<file path="src/rtl/crc16_frame_tx.sv">
// rtl/crc16_frame_tx.sv - forwards 16-bit frame words and appends a CRC-16/CCITT-FALSE trailer word
`timescale 1ns/1ps
module crc16_frame_tx #(
    parameter int LEN_W = 12
) (
    input  logic             i_clk,
    input  logic             i_rst,
    input  logic             i_din_valid,
    input  logic [15:0]      i_din,
    input  logic             i_din_last,
    output logic             o_din_ready,
    output logic             o_dout_valid,
    output logic [15:0]      o_dout,
    output logic             o_dout_last,
    output logic             o_dout_is_crc,
    input  logic             i_dout_ready,
    output logic             o_frame_done,
    output logic [LEN_W-1:0] o_frame_words
);

    localparam logic [1:0] S_IDLE = 2'd0;
    localparam logic [1:0] S_DATA = 2'd1;
    localparam logic [1:0] S_CRC  = 2'd2;

    localparam logic [15:0]      CRC_INIT = 16'hFFFF;
    localparam logic [15:0]      CRC_POLY = 16'h1021;
    localparam logic [LEN_W-1:0] CNT_MAX  = '1;

    logic [1:0]       state;
    logic [15:0]      crc;
    logic [LEN_W-1:0] cnt;
    logic             out_free;
    logic             in_fire;
    logic             out_fire;
    logic [15:0]      crc_upd;

    // MSB-first CRC update over one word; unrolls into the parallel XOR network
    function automatic logic [15:0] crc16_word(input logic [15:0] c, input logic [15:0] d);
        logic [15:0] r;
        r = c;
        for (int i = 15; i >= 0; i--) begin
            if (r[15] ^ d[i]) begin
                r = {r[14:0], 1'b0} ^ CRC_POLY;
            end else begin
                r = {r[14:0], 1'b0};
            end
        end
        return r;
    endfunction

    // Output register is free when empty or being drained this cycle
    assign out_free    = !o_dout_valid || i_dout_ready;
    assign o_din_ready = (state != S_CRC) && out_free;
    assign in_fire     = i_din_valid && o_din_ready;
    assign out_fire    = o_dout_valid && i_dout_ready;

    // First word of a frame starts from the init value regardless of the held crc
    assign crc_upd = crc16_word((state == S_IDLE) ? CRC_INIT : crc, i_din);

    // Frame state, running CRC and saturating word counter
    always_ff @(posedge i_clk) begin
        if (i_rst) begin
            state <= S_IDLE;
            crc   <= CRC_INIT;
            cnt   <= '0;
        end else begin
            case (state)
                S_IDLE: begin
                    if (in_fire) begin
                        crc   <= crc_upd;
                        cnt   <= {{(LEN_W-1){1'b0}}, 1'b1};
                        state <= i_din_last ? S_CRC : S_DATA;
                    end
                end
                S_DATA: begin
                    if (in_fire) begin
                        crc <= crc_upd;
                        if (cnt != CNT_MAX) begin
                            cnt <= cnt + 1'b1;
                        end
                        if (i_din_last) begin
                            state <= S_CRC;
                        end
                    end
                end
                S_CRC: begin
                    if (out_free) begin
                        crc   <= CRC_INIT;
                        state <= S_IDLE;
                    end
                end
                default: begin
                    state <= S_IDLE;
                    crc   <= CRC_INIT;
                end
            endcase
        end
    end

    // Single output register: CRC load, data pass-through, or drain
    always_ff @(posedge i_clk) begin
        if (i_rst) begin
            o_dout_valid  <= 1'b0;
            o_dout        <= 16'h0000;
            o_dout_last   <= 1'b0;
            o_dout_is_crc <= 1'b0;
        end else if ((state == S_CRC) && out_free) begin
            o_dout_valid  <= 1'b1;
            o_dout        <= crc;
            o_dout_last   <= 1'b1;
            o_dout_is_crc <= 1'b1;
        end else if (in_fire) begin
            o_dout_valid  <= 1'b1;
            o_dout        <= i_din;
            o_dout_last   <= 1'b0;
            o_dout_is_crc <= 1'b0;
        end else if (out_fire) begin
            o_dout_valid  <= 1'b0;
        end
    end

    // Completion pulse and word count latch when the CRC word leaves
    always_ff @(posedge i_clk) begin
        if (i_rst) begin
            o_frame_done  <= 1'b0;
            o_frame_words <= '0;
        end else if (out_fire && o_dout_is_crc) begin
            o_frame_done  <= 1'b1;
            o_frame_words <= cnt;
        end else begin
            o_frame_done  <= 1'b0;
        end
    end

endmodule

</file>
<file path="config.mk">
export PLATFORM = sky130hd
export DESIGN_NAME = crc16_frame_tx
export DESIGN_NICKNAME = d
export VERILOG_FILES = /design/src/rtl/crc16_frame_tx.sv
export SDC_FILE = /design/constraint.sdc
export NUM_CORES = 1
export LEC_CHECK = 0
export ABC_CLOCK_PERIOD_IN_PS = 3100
export CORE_UTILIZATION = 57
export DETAILED_ROUTE_END_ITERATION = 16
export GPL_TIMING_DRIVEN = 0
export PLACE_DENSITY_LB_ADDON = 0.15
export SYNTH_ARGS = -nofsm -noshare
export SYNTH_HDL_FRONTEND = slang
export SYNTH_SLANG_ARGS = --single-unit
export TNS_END_PERCENT = 100
</file>
<file path="constraint.sdc">
create_clock -name i_clk -period 3.1 [get_ports i_clk]
set_input_delay 0.465 -clock i_clk [delete_from_list [all_inputs] [get_ports i_clk]]
set_output_delay 0.465 -clock i_clk [all_outputs]
set_load 0.005 [all_outputs]
</file>
-- After elaboration in Yosys (flattened, before gate mapping)
Cells that the tools add are included.
W data, S select, Z words.
- $add $sub $neg: 1
- eq/ne operators: 10
- mux-type cells: 38
- bitwise operators: 32
- reduce and logical (&&, ||, !) cells: 15
- operators by type and width (cell ; number):
    $mux W13 ; 16
    $mux W16 ; 5
    $not A3 Y3 ; 16
    $mux W12 ; 3
    $pmux W16 S2 ; 1
    $pmux W12 S2 ; 1
    $xor A1 B1 Y1 ; 16
    $add A12 B1 Y12 const B ; 1
    $ne A12 B12 Y1 const B ; 1
    $ne A2 B2 Y1 const B ; 6
    $mux W2 ; 5
    $reduce_and A4 Y1 ; 2
    $mux W1 ; 6
    $pmux W2 S3 ; 1
    $logic_and A1 B1 Y1 ; 5
    $reduce_bool A2 Y1 ; 2
    $reduce_bool A3 Y1 ; 1
    $eq A2 B1 Y1 const B ; 1
    $eq A2 B2 Y1 const B ; 1
    $logic_not A2 Y1 ; 1
    $ne A2 B1 Y1 const B ; 1
    $reduce_and A2 Y1 ; 1
    $reduce_or A2 Y1 ; 1
    $logic_not A1 Y1 ; 1
    $logic_or A1 B1 Y1 ; 1
- bits in registers: 61
- output and inout port bits: 33
- logic and storage cells: 104

-- Logic depth before layout (Yosys ltp)
Gate-level depths: netlist (run 1).
- depth after elaboration: 36
- mapped depth: 8
- depth with buffers taken out: 6

-- Worst setup path after synthesis (run 1)
Ideal clock, no wire load.
- path kind: input port to flip-flop
- start point: in i_din[12]
- end point: reg crc[12]
- library setup time: 126 ps
- arrival: 1744 ps
- setup slack: 1230 ps
- stages on the path: 5
- path buffers: 0
- cells stage by stage: xor2_1 > xnor2_2 > xnor3_1 > nor4_1 > nor3_1
- word-level cells in the longest chain between the ends: 18
- RTL lines (what ; line ; text):
    start: declaration ; 9 ; input logic [15:0] i_din,
    $xor A1 B1 Y1 * ; 42 ; if (r[15] ^ d[i]) begin
    $mux W13 * ; 42 ;
    $mux W13 (3 in series) ; 42 ;
    $mux W13 * ; 42 ;
    $not A3 Y3 (no source line) ; - ;
    $mux W13 (3 in series) ; 42 ;
    $mux W13 * ; 42 ;
    $mux W13 (3 in series) ; 42 ;
    $not A3 Y3 (no source line) ; - ;
    $mux W13 * ; 42 ;
    $mux W16 * ; 69, 76 ;
    $pmux W16 S2 * ; 67 ; case (state)
    end signal: assignment ; 70 ; crc <= crc_upd;
    end signal: assignment ; 77 ; crc <= crc_upd;
    end: declaration ; 30 ; logic [15:0] crc;
Every way passes the cells marked *; elsewhere a longest branch is shown, timed or not. The select of a mux whose other input is x is not followed.
A chain may end at the register's enable or synchronous reset.

-- Worst setup path in the final report (run 1)
Same ends and word-level chain as after synthesis.

==> results.sh, run 1 <==
export IMPL_p_clk_share_pct=28.1
export IMPL_cts_resized=0
export IMPL_drv_cap=0
export IMPL_setup_ws_ns=0.666
export IMPL_slew_limit_headroom_pct=50.1
export IMPL_setup_viol=0
export IMPL_clock_sinks=61
export IMPL_status="complete, no violations"
export IMPL_antenna_found_initial=0
export IMPL_avgViaCountPerCell=5.52
export IMPL_dp_hpwl_mm=5.21
export IMPL_slew_violations=0
export IMPL_yosys_warnings=0
export IMPL_synth_most_common_cell="dfxtp_1"
export IMPL_postCtsSetupRepairBufs=0
export IMPL_netlist_area_leader_share_pct=38.3
export IMPL_required_ns=3.32
export IMPL_grt_use_total_pct=27.1
export IMPL_startpoint_type="input pin"
export IMPL_powerDensity_mw_per_mm2=614
export IMPL_path_clk_slew_ns=0.07
export IMPL_endpoint_kind="flop"
export IMPL_critPathSlowestCell="xnor3_1"
export IMPL_die_width_um=76.8
export IMPL_rr_endpoint="crc[12]"
export IMPL_max_clock_freq_mhz=411
export IMPL_fin_crit_ns=2.43
export IMPL_r2r_setup_slack_ns=0.90
export IMPL_antennaDiodeCount=0
export IMPL_area_growth_syn_to_layout_pct=25.4
export IMPL_hold_start="o_frame_words[2]"
export IMPL_clk_path_buf_depth=2
export IMPL_tightest_slew_ns=0.746
export IMPL_gp_congestion=0.838
export IMPL_grt_pass1_wl_mm=12.4
export IMPL_grt_max_degree=12
export IMPL_swShare_pct=32.0
export IMPL_ys_types=37
export IMPL_cts_tree="done"
export IMPL_drt_iter0_drc=175
export IMPL_syn_avg_cell_area_um2=9.11
export IMPL_synth_area_leaders="dfxtp_1 38%, xnor2_1 7.7%, xor2_1 6.3%"
export IMPL_share_comb_of_total_power_pct=33.2
export IMPL_ys_async_sr_fraction_pct=0
export IMPL_clk_insertion_delay_late_ns=0.34
export IMPL_fin_crit_sh_pct=78.5
export IMPL_wl_mm=7.50
export IMPL_synth_ff_type="dfxtp_1"
export IMPL_core_area_mm2=0.00524
export IMPL_root_buffer="clkbuf_8"
export IMPL_rsz0062_at_grt="no"
export IMPL_crit_fanout=6
export IMPL_crit_chain="clkdlybuf4s50_1 -> xor2_1 -> xnor2_2 -> xnor3_1 -> nor4_1 -> nor3_1"
export IMPL_reg2reg_depth=7
export IMPL_seqPwrFrac_pct=38.7
export IMPL_initial_core_util_pct=60.9
export IMPL_internal_power_mw=1.67
export IMPL_r2r_start="state[1]"
export IMPL_hold_depth=2
export IMPL_cp_slowest_stage_delay_ns=0.57
export IMPL_ys_seq_elements=61
export IMPL_dp_slack_ns=0.392
export IMPL_layout_drive_gt1_share_pct=9.55
export IMPL_min_path_type="flop to flop"
export IMPL_grt_pass1_vias=2543
export IMPL_synth_area_mm2=0.00319
export IMPL_hold_end="o_frame_words[2]"
export IMPL_postSynthCellCount=350
export IMPL_ant_nets=0
export IMPL_finalSetupTns_ns=0
export IMPL_peakVddDrop_v=0.000322
export IMPL_fin_skew_ns=0.00852
export IMPL_die_area_mm2=0.00590
export IMPL_path_buf_inv=1
export IMPL_h_tree_depth=3
export IMPL_final_cells=489
export IMPL_dpl_cell_count=473
export IMPL_ys_top_cells_by_count="61 x dfxtp_1, 52 x nor2_1, 33 x nand2_1, 28 x xnor2_1, 25 x a21oi_1"
export IMPL_cp_top_family="XOR/XNOR gates"
export IMPL_grt_ovfl_total=0
export IMPL_synth_enable_flop_cells=0
export IMPL_post_route_drc_count=0
export IMPL_wl_per_cell_um=15.3
export IMPL_synth_largest_area_cell="dfxtp_1"
export IMPL_ys_seq_area_share_pct=38.3
export IMPL_synth_nets=372
export IMPL_criticalPathCategory="input pin to flop"
export IMPL_hold_violations=0
export IMPL_hold_buffers=0
export IMPL_port_buffers=53
export IMPL_rows=26
export IMPL_cellLeakagePower_nw=1.51
export IMPL_nets=436
export IMPL_dr_pass1_iters=4
export IMPL_io_pins=54
export IMPL_cts_buffers_inserted=9
export IMPL_crit_arrival_ns=2.65
export IMPL_power_net_switching_mw=0.786
export IMPL_vias=2699
export IMPL_die_h_um=76.8
## cell families (layout without fill, tap and decap cells)
logic type | count (synthesis) | after routing | share of synthesized area (%)
and+or+nand+nor | 132 | 132 | 19.5
xor gates and xnor gates | 65 | 65 | 22.6
DFF | 61 | 61 | 38.3
AOI/OAI and AO/OA | 54 | 54 | 10.8
buffers and inverters | 21 | 90 | 3.37
muxes | 16 | 16 | 5.02
adders and majority gates | 1 | 1 | 0.392
## flip-flops by register name, indices dropped and copies added, names as in the netlist
| signal | flops |
|---|---|
| o_frame_done | 1 |
| o_dout_is_crc | 1 |
| o_dout | 16 |
| state | 2 |
| crc | 16 |
| o_dout_valid | 1 |
| o_frame_words | 12 |
| cnt | 12 |
## cell type report
class,count,area [um^2]
Buffer,20,104
Clock buffer,10,128
Clock inverter,6,63.8
Fill cell,394,1240
Inverter,1,3.75
Multi-Input combinational cell,268,1860
Sequential cell,61,1220
Tap cell,70,87.6
Timing Repair Buffer,53,531
## metrics by stage
step	total power [mW]	util [%]	cell area (um^2)	hold WS (ns)
2_1_floorplan	1.57	-	3190	0.452
3_3_place_gp	1.74	72.7	3810	0.442
3_5_place_dp	1.76	72.7	3810	0.446
4_1_cts	2.45	76.3	4000	0.456
5_1_grt	2.57	76.3	4000	0.481
6_report	2.45	76.3	4000	0.454
## worst min-delay path, stage by stage (launching register included)
cell and delay (ns):
dfxtp_1 0.31, nand2_1 0.05, a21oi_1 0.05
## how the worst max path moves through the flow
stage | startpoint | endpoint | slack [ns] | cells past startpoint
2_1_floorplan | i_din[12] | crc[12] | 1.23 | 5
3_3_place_gp | i_din[12] | crc[12] | 0.44 | 6
3_5_place_dp | i_din[12] | crc[12] | 0.39 | 6
4_1_cts | i_din[12] | crc[12] | 0.74 | 6
5_1_grt | i_dout_ready | cnt[9] | 0.54 | 8
6_report | i_din[12] | crc[12] | 0.67 | 6
## power by group through the flow
stage / sequential, mW / combinational [mW] / clock [mW]
final: 0.949 / 0.815 / 0.690
after global routing: 0.958 / 0.877 / 0.736
after CTS: 0.947 / 0.810 / 0.692
after detailed placement: 0.963 / 0.802 / 0
after global placement: 0.960 / 0.780 / 0
after floorplan: 0.947 / 0.621 / 0
## metal layers
metal	GRT usage, %	routed length [um]
met5	0	0
met4	11.0	119
met3	4.64	507
met2	41.0	3320
met1	38.2	3560
## cells in the final DEF, fill, tap and decap left out, types with 9 or more instances in the layout
master,netlist,layout
and3_1,9,9
xor2_1,23,23
nor2_1,52,52
clkdlybuf4s50_1,0,53
dfxtp_1,61,61
a21oi_1,25,25
xnor2_1,28,28
clkbuf_8,0,9
mux2i_1,16,16
a211oi_1,16,16
clkbuf_1,12,13
nand2_1,33,33
Power figures use the tool's default switching activity.
==> inputs of run 2 (changes only) <==
--- a/config.mk
+++ b/config.mk
@@ -5,8 +5,8 @@
 export SDC_FILE = /design/constraint.sdc
 export NUM_CORES = 1
 export LEC_CHECK = 0
-export ABC_CLOCK_PERIOD_IN_PS = 3100
-export CORE_UTILIZATION = 57
+export ABC_CLOCK_PERIOD_IN_PS = 2420
+export CORE_UTILIZATION = 53
 export DETAILED_ROUTE_END_ITERATION = 16
 export GPL_TIMING_DRIVEN = 0
 export PLACE_DENSITY_LB_ADDON = 0.15
==> constraint.sdc (replaced) <==
create_clock -name i_clk -period 2.42 [get_ports i_clk]
set_input_delay 0.363 -clock i_clk [delete_from_list [all_inputs] [get_ports i_clk]]
set_output_delay 0.363 -clock i_clk [all_outputs]
set_load 0.005 [all_outputs]
==> run 2 against run 1 <==
  * Count of clock-buffer cells in the layout increased by 1
  * Sequential cell count unchanged
  * Setup slack worse by 0.53 ns
  * Critical path type unchanged
  * Critical endpoint is now cnt[9]
==> results.sh, run 2 (synthesis results as in run 1) <==
export IMPL_power_net_switching_mw=0.992
export IMPL_finalSetupTns_ns=0
export IMPL_wl_per_cell_um=15.8
export IMPL_seqPwrFrac_pct=37.6
export IMPL_gr_usage_met2_pct=41.4
export IMPL_antenna_found_initial=0
export IMPL_post_route_drc_count=0
export IMPL_tightest_slew_ns=0.729
export IMPL_setup_ws_ns=0.140
export IMPL_path_clk_slew_ns=0.06
export IMPL_cts_resized=0
export IMPL_dr_pass1_iters=4
export IMPL_grt_pass1_vias=2716
export IMPL_nets=436
export IMPL_drv_cap=0
export IMPL_gp_congestion=0.893
export IMPL_largestRegisters="crc: 16 flops, o_dout: 16 flops"
export IMPL_core_area_mm2=0.00564
export IMPL_initial_core_util_pct=56.5
export IMPL_die_width_um=79.6
export IMPL_layout_drive_gt1_share_pct=9.31
export IMPL_share_comb_of_total_power_pct=32.2
export IMPL_grt_util_met3_pct=7.09
export IMPL_port_buffers=53
export IMPL_startpoint_type="input pin"
export IMPL_grt_ovfl_total=0
export IMPL_slew_limit_headroom_pct=51.3
export IMPL_fillers=444
export IMPL_fin_skew_ns=0.00887
export IMPL_root_buffer="clkbuf_8"
export IMPL_grt_max_degree=11
export IMPL_crit_fanout=10
export IMPL_internal_power_mw=2.24
export IMPL_top_usage_layer="met2"
export IMPL_slew_violations=0
export IMPL_peakVddDrop_v=0.000483
export IMPL_hold_slack_ns=0.453
export IMPL_hold_buffers=0
export IMPL_dp_slack_ns=-0.177
export IMPL_cts_buffers_inserted=9
export IMPL_die_area_mm2=0.00633
export IMPL_final_common_cell="dfxtp_1"
export IMPL_criticalPathCategory="input pin to flop"
export IMPL_rows=27
export IMPL_vias=2699
export IMPL_antennaDiodeCount=0
export IMPL_cts_tree="done"
export IMPL_h_tree_depth=3
export IMPL_grt_use_total_pct=27.4
export IMPL_swShare_pct=30.7
export IMPL_io_pins=54
export IMPL_crit_arrival_ns=2.48
export IMPL_dp_hpwl_mm=5.42
export IMPL_cellLeakagePower_nw=1.53
export IMPL_clk_insertion_delay_late_ns=0.34
export IMPL_endpoint_kind="flop"
export IMPL_required_ns=2.62
export IMPL_clk_path_buf_depth=2
export IMPL_max_clock_freq_mhz=439
export IMPL_wl_mm=7.78
export IMPL_die_h_um=79.6
export IMPL_clock_sinks=61
export IMPL_status="complete, no violations"
export IMPL_final_cell_mix="61 x dfxtp_1, 53 x clkdlybuf4s50_1, 52 x nor2_1"
export IMPL_ant_nets=0
export IMPL_powerDensity_mw_per_mm2=805
export IMPL_rsz0062_at_grt="no"
export IMPL_avgViaCountPerCell=5.50
export IMPL_postCtsSetupRepairBufs=0
export IMPL_fin_crit_sh_pct=94.2
export IMPL_grt_pass1_wl_mm=13.0
export IMPL_min_path_type="flop to flop"
export IMPL_gr_usage_met1_pct=37.5
export IMPL_area_growth_syn_to_layout_pct=25.9
export IMPL_setup_viol=0
export IMPL_hold_violations=0
export IMPL_drt_iter0_drc=177
export IMPL_fin_crit_ns=2.28
export IMPL_p_clk_share_pct=30.2
==> run 2: changes by cell type in the layout (fill, tap and decap cells not counted) <==
cell	change
clkinvlp_4	-2
bufinv_16	+1
clkbuf_1	+1
clkinv_2	+1
clkinv_4	-1
==> run 2: per-layer routing <==
layer	share of wire (%)	vias to the layer above
met2	45	97
li1	-	1314
met4	1.1	0
met3	7.5	12
met1	46	1276
met5	0	-
==> run 2: power groups by stage <==
stage	Clock, mW	Sequential (mW)	Combinational (mW)
after floorplan	0	1.21	0.796
after global placement	0	1.23	1.01
after detailed placement	0	1.23	1.03
after CTS	0.987	1.21	1.04
after global routing	1.03	1.23	1.13
final	0.976	1.21	1.04
==> run 2: worst paths after layout <==
check / depth (start not counted) / end / slack [ns] / startpoint
setup reg to reg: 7 / crc[1] / 0.32 / state[0]
setup / recovery: 8 / cnt[9] / 0.14 / i_dout_ready
hold reg to reg: 2 / o_frame_words[5] / 0.45 / o_frame_words[5]
hold / removal: 2 / o_frame_words[5] / 0.45 / o_frame_words[5]
==> run 2: worst max-delay path: stages <==
cell and delay, ns:
clkdlybuf4s50_1 0.52, nand2b_1 0.20, nand3_1 0.18, clkbuf_1 0.30
a2111oi_0 0.56, nand2_1 0.15, xor2_1 0.15, nor2_1 0.05
==> run 2: area by class of cell <==
class	count	area [um^2]	area share, %
plain buffers	20	104	2.59
repair buffers	53	531	13.2
flip-flops and latches	61	1220	30.4
clock inverters	5	75.1	1.87
multi-input cells	268	1860	46.3
inverters	1	3.75	0.0935
well taps	72	90.1	2.24
clock buffers	11	131	3.27
==> run 2: stage by stage <==
stage | power, mW | instance area [um^2] | utilization (%) | cells
after floorplan | 2.01 | 3190 | - | 350
after global placement | 2.23 | 3810 | 67.5 | 475
after detailed placement | 2.26 | 3810 | 67.5 | 475
after CTS | 3.24 | 4020 | 71.2 | 491
after global routing | 3.39 | 4020 | 71.2 | 491
final | 3.23 | 4020 | 71.2 | 491
==> patch 1 (config.mk and constraints of run 1) <==
`LEN_W`: 12 -> 18.
--- a/src/rtl/crc16_frame_tx.sv
+++ b/src/rtl/crc16_frame_tx.sv
@@ -2,5 +2,5 @@
 `timescale 1ns/1ps
 module crc16_frame_tx #(
-    parameter int LEN_W = 12
+    parameter int LEN_W = 18
 ) (
     input  logic             i_clk,
Ports: changed (resized o_frame_words); port bits go from 54 to 60. The function was not compared with the original's and may differ.
==> patch 1 against run 1 <==
Synthesized area rose by 16%; final cell count rose by 16%; largest cell class unchanged; non-clock buffer count up 10; sequential cell count increased by 12; routed wire length is 20% higher; power increased by 9.8%; register-to-register slack better by 0.02 ns; clock power increased by 9.7%; first-iteration DRC count decreased by 18%; final area increased by 14%; global-route usage up 1.4 points; worst setup slack got worse by 0.019 ns.
==> patch 1: results (changes against run 1) <==
| Metric | Value |
|---|---|
| Fraction of area in registers | 31.9% (+1.4 points) |
| Status | completed |
| Flop2flop setup slack | 0.92 ns (+0.02 ns) |
| Dpl cells | 551 (+16%) |
| Hold WS | 0.455 ns (+0.000829 ns) |
| Wl on met1 | 4090 um (+15%) |
| Pleak | 1.70 nW (+12%) |
| Grt met2 use | 45.0% (+4.0 points) |
| M1 GR Usage | 39.4% (+1.1 points) |
| Pre-CTS setup slack | 0.307 ns (-0.0851 ns) |
| Plain + repair buffers | 83 (+14%) |
| Relative slew slack | 59.2% (+9.1 points) |
| Worst vdd ir | 325 uV (+0.94%) |
| HP Start | o_frame_words[17]$_SDFFE_PP0P_ |
| First DRT Iteration DRCs | 144 (-18%) |
| Regs by FF count | cnt (18), o_frame_words (18) |
| Met2 wire length | 4070 um (+23%) |
| Non-filler cells, final | 567 (+16%) |
| Worst Skew | 0.0106 ns (+0.00204 ns) |
| Largest net degree at the start of global routing | 14 (+2) |
| GPL Wtd Cong | 0.910 (+8.6%) |
| Worst r2r dst | o_dout[12]$_SDFFE_PP0P_ |
| Fin crit share | 79.1% (+0.61 points) |
| Port bufs | 59 (+11%) |
| First-pass GRT wire length | 14400 um (+16%) |
| Seq/Total Area, Yosys | 39.5% (+1.2 points) |
| Final net count | 509 (+17%) |
| Multi-input logic area | 2110 um^2 (+14%) |
| Seq. pwr | 1.12 mW (+18%) |
| Syn nets | 439 (+18%) |
| Via count | 3234 (+20%) |
| Worst-path fanout max | 5 (-1) |
| Mapped Cells | 417 (+19%) |
| Drt total wl | 8990 um (+20%) |
| Commonest cells post-synth | dfxtp_1 (73), nor2_1 (52), nand2_1 (49) |
| CP arrival | 2.69 ns (+0.04 ns) |
| Clock buf/inv share | 4.27% (-0.52 points) |
| Share of post-route cells with drive strength above 1 | 7.32% (-2.2 points) |
| NonClk Buf Share | 15.2% (-0.66 points) |
| Fill cell count | 473 (+20%) |
| Multi-input gates | 316 (+18%) |
| Logic power comb | 0.824 mW (+1%) |
| Overall Global Routing Usage | 28.5% (+1.4 points) |
| Dominant cells by area after synthesis | dfxtp_1 (40%), xnor2_1 (6.4%), xor2_1 (5.7%), nor2_1 (5.3%), nand2_1 (5.0%) |
| Logic inverters | 4 (+3) |
| CTS-repair resized insts | 0 (unchanged) |
| Num Clock Sinks | 73 (+20%) |
| Routing usage on met3 | 4.40% (-0.25 points) |
| Routed wl met3 | 659 um (+30%) |
| Switching power | 0.860 mW (+9.4%) |
| Clk power | 0.757 mW (+9.7%) |
| Yosys cell types | 44 (+19%) |
| DP Wirelength | 6210 um (+19%) |
| Reg-to-Reg Start | state[0]$_SDFFE_PP0P_ |
| Number of global-route vias before repair | 2962 (+16%) |
| Drt pass-1 iters | 5 (+1) |
| Hold Crit Endpoint | o_frame_words[17]$_SDFFE_PP0P_ |
==> patch 1: changes by cell type after synthesis, moves of 3 or more <==
cell | run 1 | this run
nor2b_1 | 1 | 4
or2_1 | 3 | 0
o21ai_0 | 1 | 6
nand2_1 | 33 | 49
inv_1 | 1 | 4
or3_1 | 0 | 3
nor3_1 | 5 | 12
clkbuf_1 | 12 | 15
dfxtp_1 | 61 | 73
nand3_1 | 5 | 8
xnor2_2 | 7 | 4
nand3b_1 | 0 | 3
==> patch 1: kinds of logic after synthesis <==
| kind of cell | count (synthesis) | synth area share [%] |
|---|---|---|
| flip-flops | 73 | 39.5 |
| adder cells (fa/ha/maj) | 1 | 0.338 |
| XOR/XNOR | 64 | 19.4 |
| multiplexers | 17 | 4.60 |
| buffers and inverters | 28 | 3.25 |
| AND/OR/NAND/NOR | 168 | 21.5 |
| AO/OA/AOI/OAI | 66 | 11.3 |
==> patch 1: critical path, cell delays in order <==
cell	delay (ns)
clkdlybuf4s50_1	0.53
xnor2_1	0.42
xnor3_2	0.51
xnor2_2	0.22
or4_1	0.42
o311a_1	0.14
==> patch 1: worst max-delay path by stage <==
stage                      start                  end  depth (start not counted)
floorplan              i_din[15]  crc[8]$_SDFFE_PP1P_                          5
global placement       i_din[15]  crc[8]$_SDFFE_PP1P_                          6
detailed placement     i_din[15]  crc[8]$_SDFFE_PP1P_                          6
CTS                    i_din[15]  crc[8]$_SDFFE_PP1P_                          6
global route        i_dout_ready  cnt[3]$_SDFFE_PP0P_                          8
finish                 i_din[15]  crc[8]$_SDFFE_PP1P_                          6
==> patch 1: through the flow <==
stage	utilization, %	cell area, um^2
2_1_floorplan	-	3700
3_3_place_gp	71.9	4380
3_5_place_dp	71.9	4380
4_1_cts	75.1	4580
5_1_grt	75.1	4580
6_report	75.1	4580
==> patch 2 (settings of run 1) <==
Made on the original files. Make the reset (`i_rst`) asynchronous in 3 clocked blocks.
--- a/src/rtl/crc16_frame_tx.sv
+++ b/src/rtl/crc16_frame_tx.sv
@@ -59,5 +59,5 @@
 
     // Frame state, running CRC and saturating word counter
-    always_ff @(posedge i_clk) begin
+    always_ff @(posedge i_clk or posedge i_rst) begin
         if (i_rst) begin
             state <= S_IDLE;
@@ -99,5 +99,5 @@
 
     // Single output register: CRC load, data pass-through, or drain
-    always_ff @(posedge i_clk) begin
+    always_ff @(posedge i_clk or posedge i_rst) begin
         if (i_rst) begin
             o_dout_valid  <= 1'b0;
@@ -121,5 +121,5 @@
 
     // Completion pulse and word count latch when the CRC word leaves
-    always_ff @(posedge i_clk) begin
+    always_ff @(posedge i_clk or posedge i_rst) begin
         if (i_rst) begin
             o_frame_done  <= 1'b0;
Formal check against the unedited RTL: differs if i_rst is asserted again (counterexample within 4 cycles, from zero or initial values and one cycle with i_rst high); with i_rst held inactive, the same outputs for 4 cycles.
==> patch 2 against run 1 <==
Synthesized area increased by 6.2%; final area grew 6.4%; routed wire length rose by 3.9%; die area grew 6.1%; utilization is 0.51 points lower; worst setup slack improved by 0.095 ns; sequential cell count unchanged.
Power is not compared: it rests on default switching activity, and its combinational part moved more than twofold at a synthesized area within 25%.
==> patch 2: results (changes against run 1) <==
| Metric | Value |
|---|---|
| Overall Global Routing Usage | 28.0% (+0.86 points) |
| Worst-path fanout max | 9 (+3) |
| CP arrival | 2.57 ns (-0.08 ns) |
| Via count | 2618 (-3.0%) |
| DR WL/cell | 16.8 um (+9.5%) |
| Yosys cell types | 39 (+5.4%) |
| Async set-reset flop share out of synthesis | 100% (+100 points) |
| Crit path launch | i_din_valid |
| Largest net degree at the start of global routing | 42 (+30) |
| DP Area | 4030 um^2 (+5.8%) |
| Xor and xnor area share after synthesis | 19.7% (-2.9 points) |
| Worst Skew | 0.00872 ns (+0.000206 ns) |
| Status | completed |
| Synth Area in Adders | 0.369% (-0.023 points) |
| Worst Setup EP | cnt[0]$_DFFE_PP0P_ |
| Flop2flop setup slack | 0.97 ns (+0.07 ns) |
| Post-synthesis mux area share | 9.01% (+4.0 points) |
| Met2 wire length | 3590 um (+8.3%) |
| DP Wirelength | 5600 um (+7.4%) |
| First DRT Iteration DRCs | 160 (-8.6%) |
| First-pass GRT wire length | 12800 um (+3.5%) |
| Routed wl met3 | 468 um (-7.7%) |
| Worst r2r dst | crc[12]$_DFFE_PP1P_ |
| Grt met2 use | 42.7% (+1.7 points) |
| Wl on met1 | 3510 um (-1.3%) |
| Seq/Total Area, Yosys | 45.7% (+7.4 points) |
| Final net count | 409 (-6.2%) |
| Reg-to-Reg Start | crc[12]$_DFFE_PP1P_ |
| Synth Area in Compound Gates | 8.79% (-2.0 points) |
| Slew @ Worst Pin | 0.637 ns (-0.109 ns) |
| Routing usage on met3 | 4.83% (+0.18 points) |
## patch 2: area by class of cell
class / instances / area [um^2]
clock inverter: 6 / 86.3
sequential: 61 / 1550
fill: 407 / 1360
buffer: 15 / 85.1
timing repair buffer: 54 / 551
clock buffer: 10 / 138
multi-input combinational: 240 / 1730
inverter: 6 / 22.5
tap: 72 / 90.1
## patch 2: how the worst min path moves through the flow
| stage | cells after the start | endpoint | slack (ns) | start |
|---|---|---|---|---|
| after floorplan | 1 | cnt[6]$_DFFE_PP0P_ | 0.46 | cnt[6]$_DFFE_PP0P_ |
| after global placement | 2 | o_frame_words[1]$_DFFE_PP0P_ | 0.46 | o_frame_words[1]$_DFFE_PP0P_ |
| after detailed placement | 2 | o_frame_words[1]$_DFFE_PP0P_ | 0.47 | o_frame_words[1]$_DFFE_PP0P_ |
| after CTS | 2 | o_dout[7]$_DFFE_PP0P_ | 0.49 | i_rst |
| after global routing | 2 | o_dout[7]$_DFFE_PP0P_ | 0.52 | i_rst |
| final | 2 | o_dout[15]$_DFFE_PP0P_ | 0.47 | i_rst |
## patch 2: stage by stage
stage | power, mW | setup slack [ns] | utilization [%] | instances
global placement | 2.95 | 0.0487 | 71.5 | 447
CTS | 3.83 | 0.820 | 75.8 | 464
global route | 4.05 | 0.648 | 75.8 | 464
floorplan | 2.55 | 1.15 | - | 322
detailed placement | 3.01 | 0.458 | 71.8 | 448
finish | 3.83 | 0.760 | 75.8 | 464
## patch 2: worst max-delay path, stage by stage
cell,delay (ns)
clkdlybuf4s50_1,0.57
inv_1,0.11
nor3_2,0.50
o31a_1,0.42
nand2_1,0.19
mux2_2,0.32
## patch 2: where the power goes
group / switching (mW) / leakage [nW] / internal [mW]
clock network: 0.330 / 0.112 / 0.473
registers: 0.159 / 0.750 / 1.06
logic: 0.850 / 1.03 / 0.955
